## config.mk

```make
export PLATFORM = sky130hd
export DESIGN_NAME = muldiv_unit_flat
export DESIGN_NICKNAME = d
export VERILOG_FILES = /design/src/rtl/muldiv_unit_if.sv /design/src/rtl/muldiv_unit.sv /design/src/flat_wrapper.sv
export SDC_FILE = /design/constraint.sdc
export NUM_CORES = 2
export LEC_CHECK = 0
export ABC_AREA = 1
export CORE_ASPECT_RATIO = 1.5
export CORE_UTILIZATION = 55
export DETAILED_ROUTE_END_ITERATION = 8
export PLACE_DENSITY = 0.77
export SLEW_MARGIN = 20
export SYNTH_ARGS = -nofsm -noshare
export SYNTH_HDL_FRONTEND = slang
export SYNTH_SLANG_ARGS = --single-unit
```

## constraint.sdc

```tcl
create_clock -name clk -period 11 [get_ports clk]
set_input_delay 2.2 -clock clk [delete_from_list [all_inputs] [get_ports clk]]
set_output_delay 2.2 -clock clk [all_outputs]
set_load 0.02 [all_outputs]
```

## src/rtl/muldiv_unit_if.sv

```systemverilog
// muldiv_unit_if -- request / writeback bundle for the RV32M multiply-divide unit.
//
// Request side (driven by the issuing stage):
//   start    1   request strobe, only honoured while the unit is idle
//   funct3   3   RV32M operation select
//   rs1_val  32  operand A (dividend / multiplicand)
//   rs2_val  32  operand B (divisor / multiplier)
//   rd       5   destination register index
// Response side (driven by the unit):
//   busy     1   unit is working on an operation
//   done     1   one-cycle completion pulse
//   wb_en    1   register-file write enable (done and wb_addr != 0)
//   wb_addr  5   destination of the last completed operation
//   wb_data  32  result of the last completed operation
interface muldiv_unit_if;
    logic        start;
    logic [2:0]  funct3;
    logic [31:0] rs1_val;
    logic [31:0] rs2_val;
    logic [4:0]  rd;
    logic        busy;
    logic        done;
    logic        wb_en;
    logic [4:0]  wb_addr;
    logic [31:0] wb_data;

    modport master (
        output start, funct3, rs1_val, rs2_val, rd,
        input  busy, done, wb_en, wb_addr, wb_data
    );

    modport slave (
        input  start, funct3, rs1_val, rs2_val, rd,
        output busy, done, wb_en, wb_addr, wb_data
    );
endinterface

```

## src/rtl/muldiv_unit.sv

```systemverilog
// muldiv_unit -- RV32M multiply / divide execution unit.
//
// Multiplies complete in one working cycle (done two cycles after the start
// edge). Divides use a radix-2 restoring loop on operand magnitudes, one
// quotient bit per cycle for 32 cycles (done 33 cycles after the start edge);
// divide-by-zero and signed overflow finish after a single working cycle.
//
// Ports:
//   clk  1   clock, rising edge
//   rst  1   asynchronous active-high reset
//   bus  muldiv_unit_if.slave  request / writeback bundle
module muldiv_unit (
    input  logic          clk,
    input  logic          rst,
    muldiv_unit_if.slave  bus
);
    typedef enum logic [1:0] {IDLE, MUL, DIV, DONE} state_t;

    state_t      state_reg, state_next;

    // Operation captured at the start edge; frozen until the unit is idle again.
    logic [1:0]  funct3_reg;
    logic [31:0] rs1_reg;
    logic [31:0] rs2_reg;
    logic [4:0]  rd_reg;

    // Divider working state: quo_reg starts as |dividend| and is shifted out
    // into the partial remainder while quotient bits are shifted in.
    logic [31:0] rem_reg;
    logic [31:0] quo_reg;
    logic [31:0] dvsr_reg;
    logic [4:0]  count_reg;
    logic        neg_q_reg;
    logic        neg_r_reg;

    logic [4:0]  wb_addr_reg;
    logic [31:0] wb_data_reg;

    // ---------------- request-side magnitude preparation ----------------
    logic        accept;
    logic        div_signed_in;
    logic        neg_a_in;
    logic        neg_b_in;
    logic [31:0] abs_a_in;
    logic [31:0] abs_b_in;

    assign accept        = (state_reg == IDLE) && bus.start;
    assign div_signed_in = ~bus.funct3[0];
    assign neg_a_in      = div_signed_in & bus.rs1_val[31];
    assign neg_b_in      = div_signed_in & bus.rs2_val[31];
    assign abs_a_in      = neg_a_in ? -bus.rs1_val : bus.rs1_val;
    assign abs_b_in      = neg_b_in ? -bus.rs2_val : bus.rs2_val;

    // ---------------- multiply ----------------
    // Each operand is widened by one bit carrying either its sign or a zero,
    // so a single signed multiplier covers MULH, MULHSU and MULHU. Only the
    // low 64 bits of the product are ever needed.
    logic        a_sgn;
    logic        b_sgn;
    logic [32:0] a_ext;
    logic [32:0] b_ext;
    logic signed [63:0] prod;
    logic [31:0] mul_res;

    assign a_sgn   = (funct3_reg == 2'b01) || (funct3_reg == 2'b10);
    assign b_sgn   = (funct3_reg == 2'b01);
    assign a_ext   = {a_sgn & rs1_reg[31], rs1_reg};
    assign b_ext   = {b_sgn & rs2_reg[31], rs2_reg};
    assign prod    = $signed(a_ext) * $signed(b_ext);
    assign mul_res = (funct3_reg == 2'b00) ? prod[31:0] : prod[63:32];

    // ---------------- divide ----------------
    logic        div_by_zero;
    logic        div_ovf;
    logic        special;
    logic [31:0] special_res;
    logic [32:0] rem_shift;
    logic [32:0] trial;
    logic        q_bit;
    logic [31:0] rem_step;
    logic [31:0] quo_step;
    logic [31:0] div_res;
    logic        last_iter;

    assign div_by_zero = (rs2_reg == 32'h0);
    assign div_ovf     = ~funct3_reg[0] && (rs1_reg == 32'h8000_0000)
                         && (rs2_reg == 32'hFFFF_FFFF);
    assign special     = div_by_zero | div_ovf;
    // funct3[1] selects remainder over quotient.
    assign special_res = funct3_reg[1] ? (div_by_zero ? rs1_reg : 32'h0)
                                       : (div_by_zero ? 32'hFFFF_FFFF : 32'h8000_0000);

    assign rem_shift = {rem_reg, quo_reg[31]};
    assign trial     = rem_shift - {1'b0, dvsr_reg};
    assign q_bit     = ~trial[32];
    assign rem_step  = q_bit ? trial[31:0] : rem_shift[31:0];
    assign quo_step  = {quo_reg[30:0], q_bit};
    assign last_iter = (count_reg == 5'd31);
    assign div_res   = funct3_reg[1] ? (neg_r_reg ? -rem_step : rem_step)
                                     : (neg_q_reg ? -quo_step : quo_step);

    // ---------------- FSM ----------------
    always_ff @(posedge clk or posedge rst) begin
        if (rst) begin
            state_reg <= IDLE;
        end else begin
            state_reg <= state_next;
        end
    end

    always_comb begin
        state_next = state_reg;
        case (state_reg)
            IDLE: if (bus.start) state_next = bus.funct3[2] ? DIV : MUL;
            MUL:  state_next = DONE;
            DIV:  if (special || last_iter) state_next = DONE;
            DONE: state_next = IDLE;
            default: state_next = IDLE;
        endcase
    end

    // ---------------- datapath ----------------
    always_ff @(posedge clk or posedge rst) begin
        if (rst) begin
            funct3_reg  <= 2'b00;
            rs1_reg     <= 32'h0;
            rs2_reg     <= 32'h0;
            rd_reg      <= 5'd0;
            rem_reg     <= 32'h0;
            quo_reg     <= 32'h0;
            dvsr_reg    <= 32'h0;
            count_reg   <= 5'd0;
            neg_q_reg   <= 1'b0;
            neg_r_reg   <= 1'b0;
            wb_addr_reg <= 5'd0;
            wb_data_reg <= 32'h0;
        end else begin
            if (accept) begin
                funct3_reg <= bus.funct3[1:0];
                rs1_reg    <= bus.rs1_val;
                rs2_reg    <= bus.rs2_val;
                rd_reg     <= bus.rd;
                rem_reg    <= 32'h0;
                quo_reg    <= abs_a_in;
                dvsr_reg   <= abs_b_in;
                count_reg  <= 5'd0;
                neg_q_reg  <= neg_a_in ^ neg_b_in;
                neg_r_reg  <= neg_a_in;
            end
            case (state_reg)
                MUL: begin
                    wb_data_reg <= mul_res;
                    wb_addr_reg <= rd_reg;
                end
                DIV: begin
                    if (special) begin
                        wb_data_reg <= special_res;
                        wb_addr_reg <= rd_reg;
                    end else begin
                        rem_reg   <= rem_step;
                        quo_reg   <= quo_step;
                        count_reg <= count_reg + 5'd1;
                        if (last_iter) begin
                            wb_data_reg <= div_res;
                            wb_addr_reg <= rd_reg;
                        end
                    end
                end
                default: ;
            endcase
        end
    end

    assign bus.busy    = (state_reg != IDLE);
    assign bus.done    = (state_reg == DONE);
    assign bus.wb_en   = (state_reg == DONE) && (wb_addr_reg != 5'd0);
    assign bus.wb_addr = wb_addr_reg;
    assign bus.wb_data = wb_data_reg;
endmodule
```

## src/flat_wrapper.sv

```systemverilog
// flat-port wrapper written by rule: the top's interface ports become plain ports
module muldiv_unit_flat 
  (clk, rst, bus_start, bus_funct3, bus_rs1_val, bus_rs2_val, bus_rd, bus_busy, bus_done, bus_wb_en, bus_wb_addr, bus_wb_data);
  muldiv_unit_if bus_i ();
  input  logic clk;
  input  logic rst;
  input wire logic [$bits(bus_i.start)-1:0] bus_start;
  input wire logic [$bits(bus_i.funct3)-1:0] bus_funct3;
  input wire logic [$bits(bus_i.rs1_val)-1:0] bus_rs1_val;
  input wire logic [$bits(bus_i.rs2_val)-1:0] bus_rs2_val;
  input wire logic [$bits(bus_i.rd)-1:0] bus_rd;
  output wire logic [$bits(bus_i.busy)-1:0] bus_busy;
  output wire logic [$bits(bus_i.done)-1:0] bus_done;
  output wire logic [$bits(bus_i.wb_en)-1:0] bus_wb_en;
  output wire logic [$bits(bus_i.wb_addr)-1:0] bus_wb_addr;
  output wire logic [$bits(bus_i.wb_data)-1:0] bus_wb_data;
  assign bus_i.start = bus_start;
  assign bus_i.funct3 = bus_funct3;
  assign bus_i.rs1_val = bus_rs1_val;
  assign bus_i.rs2_val = bus_rs2_val;
  assign bus_i.rd = bus_rd;
  assign bus_busy = bus_i.busy;
  assign bus_done = bus_i.done;
  assign bus_wb_en = bus_i.wb_en;
  assign bus_wb_addr = bus_i.wb_addr;
  assign bus_wb_data = bus_i.wb_data;
  muldiv_unit u_core (.clk(clk), .rst(rst), .bus(bus_i));
endmodule
```

==> results.py <==
metrics = {
    "critical_path": {
        "worst-path-stages": 26,
        "r2r_slack_ns": 1.64,
        "critical_path_required_ns": 11.46,
        "cpMaxStageDelayCell": "dfrtp_1",
        "end_kind": "register",
        "path_buf_inv": 9,
        "cp-start-kind": "register",
        "crit_fanout": 20,
        "crit_path_max_incr_delay_ns": 1.01,
        "worst_r2r_path_depth": 26,
        "critPathTopFamily": "adder cells",
        "timing_worst_setup_path_type": "register to register",
        "cp.arrival_ns": 9.82,
    },
    "synthesis": {
        "synth_nets": 8641,
        "synth_edf_count": 0,
        "synthTopCellsByArea": "fa_1, inv_1, nand2_1",
        "yosys.area.top_type": "fa_1",
        "synth.avg_cell_area_sq_um": 7.61,
        "synth_cell_types": 58,
        "synthArstFlopShare": 1.00,
        "ys_warn_count": 0,
        "synth.cell_area_sq_mm": 0.0547,
        "synth-seq-cells": 212,
        "yosys_most_used_dff": "dfrtp_1",
        "yosysSeqAreaShare": 0.0970,
        "synthCells": 7184,
        "synth_top_area_frac": 0.412,
    },
    "floorplanning": {
        "start_util": 0.555,
        "die-area_sq_mm": 0.101,
        "row_count": 141,
        "dieHeight_um": 388,
        "ios": 115,
        "die_x_um": 259,
        "core_area_sq_mm": 0.0984,
    },
    "global_routing": {
        "gr-usage-met2": 0.657,
        "grt_max_degree": 95,
        "grt_pass1_wl_um": 281000,
        "grt_pass1_vias": 50500,
        "grtUsageTotal": 0.370,
        "use_met1": 0.396,
        "overflow": 0,
        "antenna_found_initial": 5,
        "use_met3": 0.0422,
        "busiest_layer": "met2",
    },
    "clocking": {
        "root_buffer": "clkbuf_16",
        "numClockSinks": 212,
        "cts_max_path_buffers": 3,
        "post_cts_resized": 0,
        "clkTransAtPathRegs_ns": 0.08,
        "clock_latency_ns": 0.58,
        "cts_tree": "done",
        "h-tree-depth": 1,
        "cts_setup_buffers": 0,
        "numCtsBuffers": 23,
        "cts_hold_buf": 0,
    },
    "drt": {
        "viasPerCell": 5.68,
        "drc_errors": 0,
        "wl_um": 181000,
        "routedWlPerCell_um": 21.6,
        "final_antenna_net_count": 0,
        "first_pass_iters": 7,
        "vias": 47600,
        "drt_iter0_markers": 3556,
    },
    "placed_design": {
        "gp_congestion": 1.03,
        "portBuffers": 114,
        "dpl.hpwl_um": 151000,
    },
    "worst_hold_path": {
        "holdPathStages": 1,
        "hp-class": "register to register",
    },
    "final_layout": {
        "areaGrowthSynthToFinish_pct": 5.20,
        "register_area_sq_mm": 0.00531,
        "multiInputGateArea_sq_mm": 0.0407,
        "fin_nets": 8514,
        "drive_gt1_frac": 0.0322,
        "fillCellCount": 9065,
    },
    "timing": {
        "skew_ns": 0.0486,
        "final_max_slew_viol_count": 0,
        "post-route-min-period_ns": 9.36,
        "hold_viol": 0,
        "post-route-period-util": 0.851,
        "worstMarginPinSlew_ns": 1.23,
        "tns_ns": 0,
        "max_freq_ghz": 0.107,
        "setup_violations": 0,
        "relSlewSlack": 0.183,
        "rsz0062_at_grt": "false",
    },
    "run_status": {
        "status": "complete, no violations",
    },
    "run": {
        "cap_violations": 0,
    },
}
-- worst paths after layout --
path / startpoint / end
hold / removal: u_core.count_reg[3]$_DFF_PP0_ / u_core.count_reg[3]$_DFF_PP0_
max in group asynchronous: rst / u_core.rs2_reg[11]$_DFFE_PP0P_
min in group asynchronous: rst / u_core.quo_reg[16]$_DFF_PP0_
setup / recovery: u_core.rs2_reg[7]$_DFFE_PP0P_ / u_core.bus.wb_data[19]$_DFFE_PP0P_
hold reg to reg: u_core.count_reg[3]$_DFF_PP0_ / u_core.count_reg[3]$_DFF_PP0_
setup reg to reg: u_core.rs2_reg[7]$_DFFE_PP0P_ / u_core.bus.wb_data[19]$_DFFE_PP0P_
-- layer usage --
metal,wire [um],share of wire
met1,58900,0.33
met2,93200,0.52
met3,11300,0.062
met4,17200,0.095
met5,0,0
-- worst reg2reg max path: stages (launching register included) --
cell,delay [ns]
dfrtp_1,1.01
buf_4,0.34
inv_1,0.07
nor2_1,0.19
fa_1,0.45
inv_1,0.23
fa_1,0.50
inv_1,0.20
fa_1,0.49
fa_1,0.97
inv_1,0.45
fa_1,0.59
inv_1,0.05
fa_1,0.52
inv_1,0.05
fa_1,0.47
fa_1,0.50
inv_1,0.04
ha_1,0.33
a21oi_1,0.16
inv_1,0.06
a31oi_1,0.31
o211ai_1,0.24
o21ai_0,0.48
a21oi_1,0.22
nor3_1,0.23
a21oi_1,0.10
-- layout by cell type (no fill, tap or decap), types with 8 or more instances in the layout --
cell             synthesis  routed
inv_1                 1915    1914
nand2_1               1832    1830
fa_1                  1126    1125
nor2_1                 277     277
o21ai_0                277     277
ha_1                   256     256
nand3_1                206     206
dfrtp_1                212     206
a21oi_1                192     192
clkdlybuf4s50_1          0     114
buf_4                    3     102
nand4_1                 53      53
a31oi_1                 53      53
nor3_1                  47      47
o211ai_1                35      35
o22ai_1                 32      32
xor2_1                  27      27
nand2_2                 25      26
xnor2_1                 26      26
nor4_1                  28      26
o221ai_1                23      23
clkbuf_16                0      23
o21ai_1                 20      20
o21bai_1                19      19
o21a_1                  14      14
diode_2                  0      10
o31ai_1                 10      10
nor2_2                   9       9
a21o_1                   9       9
inv_2                    8       8
nor3_2                   8       8
o2111ai_1                8       8
-- metrics by stage --
stage               utilization  hold slack (ns)  setup slack, ns  instances  instance area [sq um]
global route              0.584            0.495             1.24       8366                  57500
CTS                       0.584            0.479             1.65       8361                  57500
detailed placement        0.576            0.466             1.69       8319                  56700
global placement          0.576            0.445             1.81       8319                  56700
finish                    0.584            0.478             1.64       8371                  57500
floorplan                     -            0.432             2.49       7184                  54700
-- synth_stat cells, drive strengths merged (9+ instances only) --
master / n
buf: 28
nor3: 55
fa: 1126
ha: 256
o211ai: 35
a21o: 9
o21a: 14
inv: 1923
dfrtp: 212
nand3: 211
clkbuf: 340
nor2: 286
nor4: 28
o21ai: 300
xnor2: 26
nand4: 54
nand2: 1861
a31oi: 53
o22ai: 32
o221ai: 23
xor2: 27
o21bai: 19
o31ai: 10
a21oi: 195
-- cell families (layout without fill, tap and decap cells) --
kind of cell | Yosys count | count (layout) | synth area share
fa+ha+maj | 1382 | 1382 | 0.471
other cells | 0 | 10 | 0
compound gates | 726 | 726 | 0.0767
buf+inv | 2294 | 2184 | 0.159
flops | 212 | 212 | 0.0970
simple gates | 2517 | 2517 | 0.187
xor+xnor | 53 | 53 | 0.00849
-- layout make-up --
class                   instances  share of cell area
diodes                         10            0.000435
clock inverters                13             0.00220
flip-flops and latches        212              0.0924
inverters                    1926               0.126
multi-input cells            4678               0.707
repair buffers                216              0.0332
clock buffers                  29              0.0106
well taps                    1287              0.0280
Power is left out: the tool's default activity adds up to more than one toggle a clock period on the data nets, which glitch-free logic cannot reach.
